===== config.mk =====
export PLATFORM = sky130hd
export DESIGN_NAME = hamming74_serial_encoder_flat
export DESIGN_NICKNAME = d
export VERILOG_FILES = /design/src/rtl/hamming74_pkg.sv /design/src/rtl/hamming74_serial_encoder_if.sv /design/src/rtl/hamming74_encode_comb.sv /design/src/rtl/hamming74_serial_encoder.sv /design/src/flat_wrapper.sv
export SDC_FILE = /design/constraint.sdc
export NUM_CORES = 1
export LEC_CHECK = 0
export CORE_MARGIN = 2
export CORE_UTILIZATION = 45
export CTS_CLUSTER_DIAMETER = 120
export CTS_CLUSTER_SIZE = 16
export DETAILED_ROUTE_END_ITERATION = 8
export PLACE_DENSITY = 0.71
export SYNTH_ARGS = -nofsm -noshare
export SYNTH_HDL_FRONTEND = slang
export SYNTH_SLANG_ARGS = --single-unit

===== constraint.sdc =====
create_clock -name clk -period 2 [get_ports clk]
set_input_delay 0.3 -clock clk [delete_from_list [all_inputs] [get_ports clk]]
set_output_delay 0.3 -clock clk [all_outputs]
set_load 0.01 [all_outputs]

===== src/rtl/hamming74_pkg.sv =====
`default_nettype none
// ============================================================================
// Module      : hamming74_pkg
// Description : Shared definitions for the Hamming(7,4) serial encoder and
//               decoder: FSM state type, codeword width and the bit map that
//               places data and parity bits inside the 7-bit codeword.
//               Both link ends import this package so they agree on one map.
// Revision    : 1.0 - initial release
// ============================================================================
package hamming74_pkg;

    // Transmitter frame sequencing states.
    typedef enum logic [1:0] {
        IDLE  = 2'd0,
        SHIFT = 2'd1,
        GUARD = 2'd2
    } state_t;

    // Codeword width.
    localparam int unsigned CW_BITS = 7;

    // Data-bit positions inside the codeword (d0, d1, d2, d3).
    localparam logic [2:0] D0_POS = 3'd0;
    localparam logic [2:0] D1_POS = 3'd1;
    localparam logic [2:0] D2_POS = 3'd2;
    localparam logic [2:0] D3_POS = 3'd4;

    // Parity-bit positions inside the codeword.
    //   P0 covers d0,d1,d2   P1 covers d0,d1,d3   P2 covers d0,d2,d3
    localparam logic [2:0] P0_POS = 3'd3;
    localparam logic [2:0] P1_POS = 3'd5;
    localparam logic [2:0] P2_POS = 3'd6;

    // err_pos value that requests no bit flip.
    localparam logic [2:0] NO_ERR_POS = 3'd7;

endpackage : hamming74_pkg
`default_nettype wire


===== src/rtl/hamming74_serial_encoder_if.sv =====
`default_nettype none
// ============================================================================
// Module      : hamming74_serial_encoder_if
// Description : Nibble handshake, error-injection control and serial output
//               of the Hamming(7,4) serial encoder, bundled as one interface.
//   data_in[3:0]  producer -> encoder  nibble to encode
//   data_valid    producer -> encoder  data_in offered this cycle
//   data_ready    encoder  -> producer encoder can accept this cycle
//   err_en        producer -> encoder  inject a single-bit error this frame
//   err_pos[2:0]  producer -> encoder  codeword bit to flip (7 = none)
//   encode_out    encoder  -> line     serial codeword bit
//   frame_start   encoder  -> line     high while bit 0 is on encode_out
//   busy          encoder  -> line     high in SHIFT or GUARD
//   Modports: slave = encoder side, master = producer/observer side.
// Revision    : 1.0 - initial release
// ============================================================================
interface hamming74_serial_encoder_if;

    logic [3:0] data_in;
    logic       data_valid;
    logic       data_ready;
    logic       err_en;
    logic [2:0] err_pos;
    logic       encode_out;
    logic       frame_start;
    logic       busy;

    modport slave (
        input  data_in,
        input  data_valid,
        output data_ready,
        input  err_en,
        input  err_pos,
        output encode_out,
        output frame_start,
        output busy
    );

    modport master (
        output data_in,
        output data_valid,
        input  data_ready,
        output err_en,
        output err_pos,
        input  encode_out,
        input  frame_start,
        input  busy
    );

endinterface : hamming74_serial_encoder_if
`default_nettype wire


===== src/rtl/hamming74_encode_comb.sv =====
`default_nettype none
// ============================================================================
// Module      : hamming74_encode_comb
// Description : Purely combinational Hamming(7,4) codeword former with
//               optional single-bit error injection.
//   i_d[3:0]       nibble to encode
//   i_err_en       flip one codeword bit when high
//   i_err_pos[2:0] bit to flip; 7 leaves the codeword untouched
//   o_cw[6:0]      (possibly corrupted) codeword
// Revision    : 1.0 - initial release
// ============================================================================
module hamming74_encode_comb
    import hamming74_pkg::*;
(
    input  wire logic [3:0]         i_d,
    input  wire logic               i_err_en,
    input  wire logic [2:0]         i_err_pos,
    output logic      [CW_BITS-1:0] o_cw
);

    logic [CW_BITS-1:0] w_cw_clean;
    logic [CW_BITS-1:0] w_flip;

    always_comb begin
        w_cw_clean         = '0;
        w_cw_clean[D0_POS] = i_d[0];
        w_cw_clean[D1_POS] = i_d[1];
        w_cw_clean[D2_POS] = i_d[2];
        w_cw_clean[D3_POS] = i_d[3];
        w_cw_clean[P0_POS] = i_d[0] ^ i_d[1] ^ i_d[2];
        w_cw_clean[P1_POS] = i_d[0] ^ i_d[1] ^ i_d[3];
        w_cw_clean[P2_POS] = i_d[0] ^ i_d[2] ^ i_d[3];
    end

    // One-hot flip mask; position 7 lies outside the codeword and means "none".
    always_comb begin
        w_flip = '0;
        if (i_err_en && (i_err_pos != NO_ERR_POS)) begin
            w_flip[i_err_pos] = 1'b1;
        end
    end

    assign o_cw = w_cw_clean ^ w_flip;

endmodule : hamming74_encode_comb
`default_nettype wire


===== src/rtl/hamming74_serial_encoder.sv =====
`default_nettype none
// ============================================================================
// Module      : hamming74_serial_encoder
// Description : Accepts a nibble over valid/ready, forms the Hamming(7,4)
//               codeword and shifts it out LSB first, one bit per clock,
//               followed by GUARD_BITS idle slots. With GUARD_BITS=1 the
//               frame period is 8 cycles, matching the serial decoder.
//   clk  rising-edge clock
//   rst  synchronous active-high reset
//   bus  hamming74_serial_encoder_if.slave (handshake, error control, line)
//   GUARD_BITS  idle slots after bit 6, legal range 1..4
//   IDLE_LEVEL  line level when idle or in a guard slot
// Revision    : 1.0 - initial release
// ============================================================================
module hamming74_serial_encoder
    import hamming74_pkg::*;
#(
    parameter int unsigned GUARD_BITS = 1,
    parameter logic        IDLE_LEVEL = 1'b0
) (
    input  wire logic                  clk,
    input  wire logic                  rst,
    hamming74_serial_encoder_if.slave  bus
);

    localparam logic [2:0] c_last_bit   = 3'(CW_BITS - 1);
    localparam logic [1:0] c_guard_last = 2'(GUARD_BITS - 1);

    state_t             r_state;
    state_t             w_state_next;
    logic [CW_BITS-1:0] r_sreg;
    logic [CW_BITS-1:0] w_sreg_next;
    logic [2:0]         r_bit_cnt;
    logic [2:0]         w_bit_cnt_next;
    logic [1:0]         r_guard_cnt;
    logic [1:0]         w_guard_cnt_next;
    logic [CW_BITS-1:0] w_cw;
    logic               w_ready;
    logic               w_accept;

    hamming74_encode_comb u_encode (
        .i_d       (bus.data_in),
        .i_err_en  (bus.err_en),
        .i_err_pos (bus.err_pos),
        .o_cw      (w_cw)
    );

    // Ready depends on registered state only, so there is no path from
    // data_valid back to data_ready.
    assign w_ready  = (r_state == IDLE) ||
                      ((r_state == GUARD) && (r_guard_cnt == c_guard_last));
    assign w_accept = w_ready && bus.data_valid;

    always_ff @(posedge clk) begin
        if (rst) begin
            r_state     <= IDLE;
            r_sreg      <= '0;
            r_bit_cnt   <= '0;
            r_guard_cnt <= '0;
        end else begin
            r_state     <= w_state_next;
            r_sreg      <= w_sreg_next;
            r_bit_cnt   <= w_bit_cnt_next;
            r_guard_cnt <= w_guard_cnt_next;
        end
    end

    always_comb begin
        w_state_next     = r_state;
        w_sreg_next      = r_sreg;
        w_bit_cnt_next   = r_bit_cnt;
        w_guard_cnt_next = r_guard_cnt;

        case (r_state)
            IDLE: begin
                if (w_accept) begin
                    w_state_next   = SHIFT;
                    w_sreg_next    = w_cw;
                    w_bit_cnt_next = '0;
                end
            end

            SHIFT: begin
                w_sreg_next = {1'b0, r_sreg[CW_BITS-1:1]};
                if (r_bit_cnt == c_last_bit) begin
                    w_state_next     = GUARD;
                    w_guard_cnt_next = '0;
                end else begin
                    w_bit_cnt_next = r_bit_cnt + 3'd1;
                end
            end

            GUARD: begin
                if (r_guard_cnt == c_guard_last) begin
                    // Final guard slot: a pending nibble starts the next
                    // frame immediately, giving back-to-back frames.
                    if (w_accept) begin
                        w_state_next   = SHIFT;
                        w_sreg_next    = w_cw;
                        w_bit_cnt_next = '0;
                    end else begin
                        w_state_next = IDLE;
                    end
                end else begin
                    w_guard_cnt_next = r_guard_cnt + 2'd1;
                end
            end

            default: begin
                w_state_next = IDLE;
            end
        endcase
    end

    assign bus.data_ready  = w_ready;
    assign bus.encode_out  = (r_state == SHIFT) ? r_sreg[0] : IDLE_LEVEL;
    assign bus.frame_start = (r_state == SHIFT) && (r_bit_cnt == 3'd0);
    assign bus.busy        = (r_state != IDLE);

endmodule : hamming74_serial_encoder
`default_nettype wire


===== src/flat_wrapper.sv =====
// flat-port wrapper written by rule: the top's interface ports become plain ports
module hamming74_serial_encoder_flat import hamming74_pkg::*;
#(
    parameter int unsigned GUARD_BITS = 1,
    parameter logic        IDLE_LEVEL = 1'b0
)
  (clk, rst, bus_data_in, bus_data_valid, bus_data_ready, bus_err_en, bus_err_pos, bus_encode_out, bus_frame_start, bus_busy);
  hamming74_serial_encoder_if bus_i ();
  input  wire logic clk;
  input  wire logic rst;
  input wire logic [$bits(bus_i.data_in)-1:0] bus_data_in;
  input wire logic [$bits(bus_i.data_valid)-1:0] bus_data_valid;
  output wire logic [$bits(bus_i.data_ready)-1:0] bus_data_ready;
  input wire logic [$bits(bus_i.err_en)-1:0] bus_err_en;
  input wire logic [$bits(bus_i.err_pos)-1:0] bus_err_pos;
  output wire logic [$bits(bus_i.encode_out)-1:0] bus_encode_out;
  output wire logic [$bits(bus_i.frame_start)-1:0] bus_frame_start;
  output wire logic [$bits(bus_i.busy)-1:0] bus_busy;
  assign bus_i.data_in = bus_data_in;
  assign bus_i.data_valid = bus_data_valid;
  assign bus_data_ready = bus_i.data_ready;
  assign bus_i.err_en = bus_err_en;
  assign bus_i.err_pos = bus_err_pos;
  assign bus_encode_out = bus_i.encode_out;
  assign bus_frame_start = bus_i.frame_start;
  assign bus_busy = bus_i.busy;
  hamming74_serial_encoder #(.GUARD_BITS(GUARD_BITS), .IDLE_LEVEL(IDLE_LEVEL)) u_core (.clk(clk), .rst(rst), .bus(bus_i));
endmodule

Word level (Yosys, flattened, before mapping) --
Cells that the tools add are included.
Operators by class: add/subtract/negate cells 2, multiply operators 0, div/mod/pow operators 0, magnitude comparators 2, equal/unequal tests 9, shifts and indexed selects 0, multiplexer cells 19, bitwise gates (word level) 6, reductions and logical operators 16
Operators with widths (number):
- 2-to-1 mux 7 bit | 3
- case mux 7 bit (3 select lines) | 1
- 2-to-1 mux 2 bit | 5
- 2-to-1 mux 3 bit | 3
- case mux 3 bit (3 select lines) | 1
- AND reduction 3 bit | 3
- XOR 7 bit | 1
- != test 2 bit, second input constant | 3
- case mux 2 bit (3 select lines) | 1
- logical AND 1 bit | 5
- XOR 1 bit | 5
- zero test 2 bit | 2
- less-than comparator 3 x 4 -> 1 bit, second input constant | 1
- != test 2 x 1 -> 1 bit, second input constant | 2
- case mux 2 bit (2 select lines) | 1
- nonzero test 2 bit | 2
- adder 3 x 1 -> 3 bit, second input constant | 1
- demux 1 bit (select 3 bit) | 1
- equality test 3 bit, second input constant | 1
- greater-or-equal comparator 3 x 1 -> 1 bit, second input constant | 1
- zero test 3 bit | 1
- 2-to-1 mux 1 bit | 3
- != test 3 bit, second input constant | 1
- nonzero test 3 bit | 1
- 5 further kinds | 5
Word-level totals: bits in registers 14, bits in latches 0, RAM bits 0, ROM bits 0, logic and storage cells 58, memories 0

Longest topological paths before layout --
Gate-level depths: netlist of the first run.
depth after elaboration 9, depth in mapped cells 6, mapped depth without buffers 6

By module --
A second synthesis of the first run with hierarchy kept.
Second synthesis, totals: cell total of the unflattened synthesis 104, area, all modules 967.2 um^2
By module, submodules not included:
- hamming74_serial_encoder | instances 1, cells each 87, area each 765.7 um^2, sequential area each 280.3 um^2
- hamming74_encode_comb | instances 1, cells each 17, area each 201.4 um^2, sequential area each 0.0 um^2

Worst setup path after synthesis of the first run --
OpenSTA, ideal clock, no wires.
kind register to register, start point register u_core.r_guard_cnt[0], end point register u_core.r_sreg[0], data arrival time 1192 ps, required time 1883 ps, setup slack 691 ps, cell stages (with the launch flop) 7, buffers on the path 0, path through dfxtp_1 > inv_1 > ha_1 > nand2b_1 > and3_1 > o21ai_1 > o21ai_1
On the way: word-level cells in the longest chain between the ends 7, elaborated cells on any way between the ends 9
Ends and longest elaborated chain:
- start: declaration | line hamming74_serial_encoder.sv:35 | logic [1:0] r_guard_cnt;
- start signal: assignment | line hamming74_serial_encoder.sv:64 | r_guard_cnt <= w_guard_cnt_next;
- zero test 2 bit * | line hamming74_serial_encoder.sv:51, hamming74_serial_encoder.sv:94
- logical AND 1 bit | line hamming74_serial_encoder.sv:51 | ((r_state == GUARD) && (r_guard_cnt == c_guard_last));
- logical OR 1 bit | line hamming74_serial_encoder.sv:50 | assign w_ready = (r_state == IDLE) ||
- logical AND 1 bit | line hamming74_serial_encoder.sv:52 | assign w_accept = w_ready && bus.data_valid;
- 2-to-1 mux 7 bit (2 in series)
- case mux 7 bit (3 select lines)
- end signal: assignment | line hamming74_serial_encoder.sv:62 | r_sreg <= w_sreg_next;
- end: declaration | line hamming74_serial_encoder.sv:31 | logic [CW_BITS-1:0] r_sreg;
Every way passes the cells marked *; elsewhere a longest branch is shown, timed or not. The select of a mux whose other input is x is not followed. A chain may end at the register's enable or synchronous reset.

Worst setup path after layout of the first run --
start point register u_core.r_state[1], end point output bus_frame_start
On the way: word-level cells in the longest chain between the ends 2
Ends and longest elaborated chain:
- start: declaration | line hamming74_serial_encoder.sv:29 | state_t r_state;
- start signal: assignment | line hamming74_serial_encoder.sv:61 | r_state <= w_state_next;
- equality test 2 x 1 -> 1 bit | line hamming74_serial_encoder.sv:117 | assign bus.frame_start = (r_state == SHIFT) && (r_bit_cnt == 3'd0);
- logical AND 1 bit | line hamming74_serial_encoder.sv:117
- end: declaration | line flat_wrapper.sv:17 | output wire logic [$bits(bus_i.frame_start)-1:0] bus_frame_start;
No other way between the ends.

==> results of run 1 <==
-- kinds of logic (layout without fill, tap and decap cells) --
kind of cell,count (synthesis),after routing,share of synthesized area
xor gates and xnor gates,11,11,0.116
DFF,14,14,0.295
and+or+nand+nor,42,42,0.273
muxes,4,4,0.0422
AOI/OAI and AO/OA,26,26,0.169
buffers and inverters,11,27,0.0527
adders and majority gates,4,4,0.0527
-- placed cells by master (no fill, tap or decap), types with 6 or more instances in the layout --
cell type	synthesis	routed
nor2_1	11	11
o21ai_1	6	6
dfxtp_1	14	13
xor2_1	6	6
nand2_1	8	8
clkdlybuf4s50_1	0	13
a21oi_1	7	7
inv_1	7	7
-- sequential cells by signal, indices dropped and copies added, names as in the netlist --
signal,cells
u_core.r_sreg,7
u_core.r_bit_cnt,3
u_core.r_guard_cnt,2
u_core.r_state,2
-- per-layer routing --
| layer | up-vias | GRT usage |
|---|---|---|
| met5 | - | 0 |
| met4 | 0 | 0.0417 |
| met3 | 4 | 0.0545 |
| met2 | 18 | 0.324 |
| met1 | 387 | 0.234 |
| li1 | 431 | - |
-- timing repair --
item | CTS | global route
resized for setup | 3 | 0
hold buffers | 0 | 0
setup endpoints to repair | 1 | 0
-- cells in the mapped netlist (4+ instances only) --
| master | number | area [um^2] |
|---|---|---|
| a21oi_1 | 7 | 35.0 |
| dfxtp_1 | 14 | 280 |
| ha_1 | 4 | 50.1 |
| inv_1 | 7 | 26.3 |
| mux2i_1 | 4 | 40.0 |
| nand2_1 | 8 | 30.0 |
| nand3_1 | 4 | 20.0 |
| nor2_1 | 11 | 41.3 |
| o21ai_0 | 4 | 20.0 |
| o21ai_1 | 6 | 30.0 |
| xnor2_1 | 4 | 35.0 |
| xor2_1 | 6 | 52.6 |
-- worst reg2reg max path, cell delays in order (launching register included) --
cell and delay [ps]:
dfxtp_1 360, inv_1 50, ha_1 250, nand2b_4 180
a32oi_1 310, mux2i_1 130, nor2_1 100
-- power groups by stage --
| stage | registers, mW | clock network (mW) | logic [mW] |
|---|---|---|---|
| global placement | 0.318 | 0 | 0.165 |
| CTS | 0.312 | 0.165 | 0.169 |
| finish | 0.312 | 0.157 | 0.167 |
| detailed placement | 0.318 | 0 | 0.169 |
| global route | 0.315 | 0.171 | 0.186 |
| floorplan | 0.314 | 0 | 0.109 |
-- how the worst max path moves through the flow --
stage	start	endpoint	slack (ps)	cells after the start
after floorplan	u_core.r_guard_cnt[0]	u_core.r_sreg[0]	690	6
after global placement	u_core.r_guard_cnt[0]	bus_data_ready	230	5
after detailed placement	u_core.r_guard_cnt[0]	bus_data_ready	200	5
after CTS	u_core.r_state[1]	bus_frame_start	60	3
after global routing	u_core.r_bit_cnt[0]	bus_frame_start	20	4
final	u_core.r_state[1]	bus_frame_start	70	3
-- cell type report --
type                    instances  area [um^2]
multi-input cells              87          627
clock buffers                   3         22.5
fillers                       180          830
well taps                      27         33.8
flip-flops and latches         14          282
repair buffers                 17          161
inverters                       7         26.3
==> key figures, run 1 <==
Status
  – Outcome: complete, no violations

Critical path
  – R2R Path Start: u_core.r_guard_cnt[0]
  – Number of cells on the worst reg-to-reg path: 6
  – Category of cells accounting for the largest share of critical-path delay: buffers and inverters
  – Cell type of the slowest stage on the worst timing path: clkdlybuf4s50_1
  – WP buf/inv: 1
  – Crit Reg-Reg Endpoint: u_core.r_bit_cnt[0]
  – Maximum net fanout on the critical path: 9
  – Arrival time of the worst setup path: 1630 ps
  – CP Cell Sequence: nand2b_1 > nor3b_1 > clkdlybuf4s50_1
  – Critical Path Start Type: flip-flop
  – Register-to-register path setup slack: 550 ps
  – Required time of the critical path: 1700 ps
  – Slowest stage delay, CP: 570 ps
  – Setup crit end kind: output port
  – Classification of the worst setup path: flip-flop to output port

Detailed routing
  – Wire length the detailed router placed on met1: 949 um
  – Average wire per standard cell: 12.9 um
  – Vias after detailed routing: 840
  – Initial detailed-routing violation count: 17
  – Routed length on met3: 94 um
  – Highest routed metal layer: met4
  – First-pass iteration count of the detailed router: 5
  – Vias per cell: 5.42
  – Post-DRT Antenna Nets: 0
  – Total Wirelength: 2010 um
  – Sum of met2 wire segment lengths after detailed routing: 943 um
  – # DRC: 0

Placed design
  – Number of placed cells counting well taps: 152
  – Number of buffer cells added on primary ports: 14
  – Final weighted congestion in routability-driven placement: 0.829
  – Post-placement setup slack: 197 ps
  – Placement Cell Area: 1120 um^2
  – Detailed Place HPWL: 1510 um

Final layout
  – Antenna diode count: 0
  – Area overhead of the layout relative to synthesis: 21.3%
  – Area of all placed cells without fillers: 1150 um^2
  – Layout Utilization: 0.581
  – Count of nets after finishing: 145
  – Number of standard cells in the layout, taps in and fillers out: 155
  – Layout cell share with drive strength beyond 1: 0.102

Power
  – Internal power of the cells: 0.454 mW
  – Clock network power share: 0.246
  – Peak supply drop: 473 uV
  – Sw Share: 0.286
  – Power density cells: 552 nW/um^2
  – Static leakage: 0.449 nW
  – Overall power consumption: 0.636 mW
  – Gate power share: 0.263
  – Sequential share of power: 0.491
  – Sw power: 0.182 mW

Min path
  – Endpoint with the worst hold slack: u_core.r_sreg[2]
  – Hold path depth: 2
  – Hold_sp: u_core.r_sreg[2]
  – Worst min-delay path class: flip-flop to flip-flop

Synth
  – Synthesized instance count: 112
  – Count of yosys warnings during synthesis: 0
  – Commonest register cell after synthesis: dfxtp_1
  – Mean instance size in the synthesized netlist: 8.48 um^2
  – Combined area of all synthesized cells: 950 um^2
  – Synthesis-stage register bit count: 14
  – Post-synth EDFFs: 0
  – Ys async rst share: 0
  – Count of cell types in the netlist: 34
  – Post-Synthesis Net Count: 127
  – Part of the Yosys area used for sequential elements: 0.295

GRT
  – Pin count of the biggest net entering global routing: 13
  – Tot GR Track Use: 0.190
  – Number of global-route vias before repair: 838
  – First-pass GRT wire length: 3640 um
  – GRT Residual Overflow: 0
  – Initial antenna violation count: 0

Die
  – Boundary pin count: 15
  – Initial Utilization: 0.479
  – Area of the placeable core: 1980 um^2
  – Die area: 2490 um^2
  – Row count: 16
  – Die Span X: 49.9 um
  – Die boundary height: 49.9 um

Clock tree
  – CTS Root Buffer Type: clkbuf_4
  – Clock edge transition at the registers on the reported setup and hold paths: 80 ps
  – Num CTS Buffers: 3
  – Skew-Pair Late Insertion Delay: 280 ps
  – Deepest level of the CTS H-tree: 1
  – Maximum root-to-sink buffer count: 2
  – Buffers inserted during post-CTS setup optimization: 0
  – Clock Sink Count: 14
  – TritonCTS clock tree: done

STA
  – Rel. slew slack: 0.668
  – Number of hold-slack violations in the final timing report: 0
  – Count of endpoints failing setup in the final report: 0
  – Final Hold Slack: 465 ps
  – Tightest Pin Transition: 496 ps
  – Fmax: 0.519 GHz
  – Unrepaired setup endpoints after global routing: false
  – Share of the cycle needed by the critical path after routing: 0.964
  – Max-slew violation count: 0
  – Setup_tns: 0 ps
  – Fin crit period: 1930 ps
  – Final setup skew: 7.63 ps
  – Worst-case setup margin in the final layout: 73.0 ps

Run
  – Max cap viols: 0
No activity file was read; power rests on OpenSTA's default activity.
==> inputs of run 2 (changes only) <==
- SLEW_MARGIN: default -> 20
==> results of run 2 <==
The final DEF is identical to that of run 1; final timing and power are the same.
==> inputs of run 3 (changes only) <==
- TNS_END_PERCENT: default -> 5
==> results of run 3 <==
The final DEF is identical to that of run 1; final timing and power are the same.
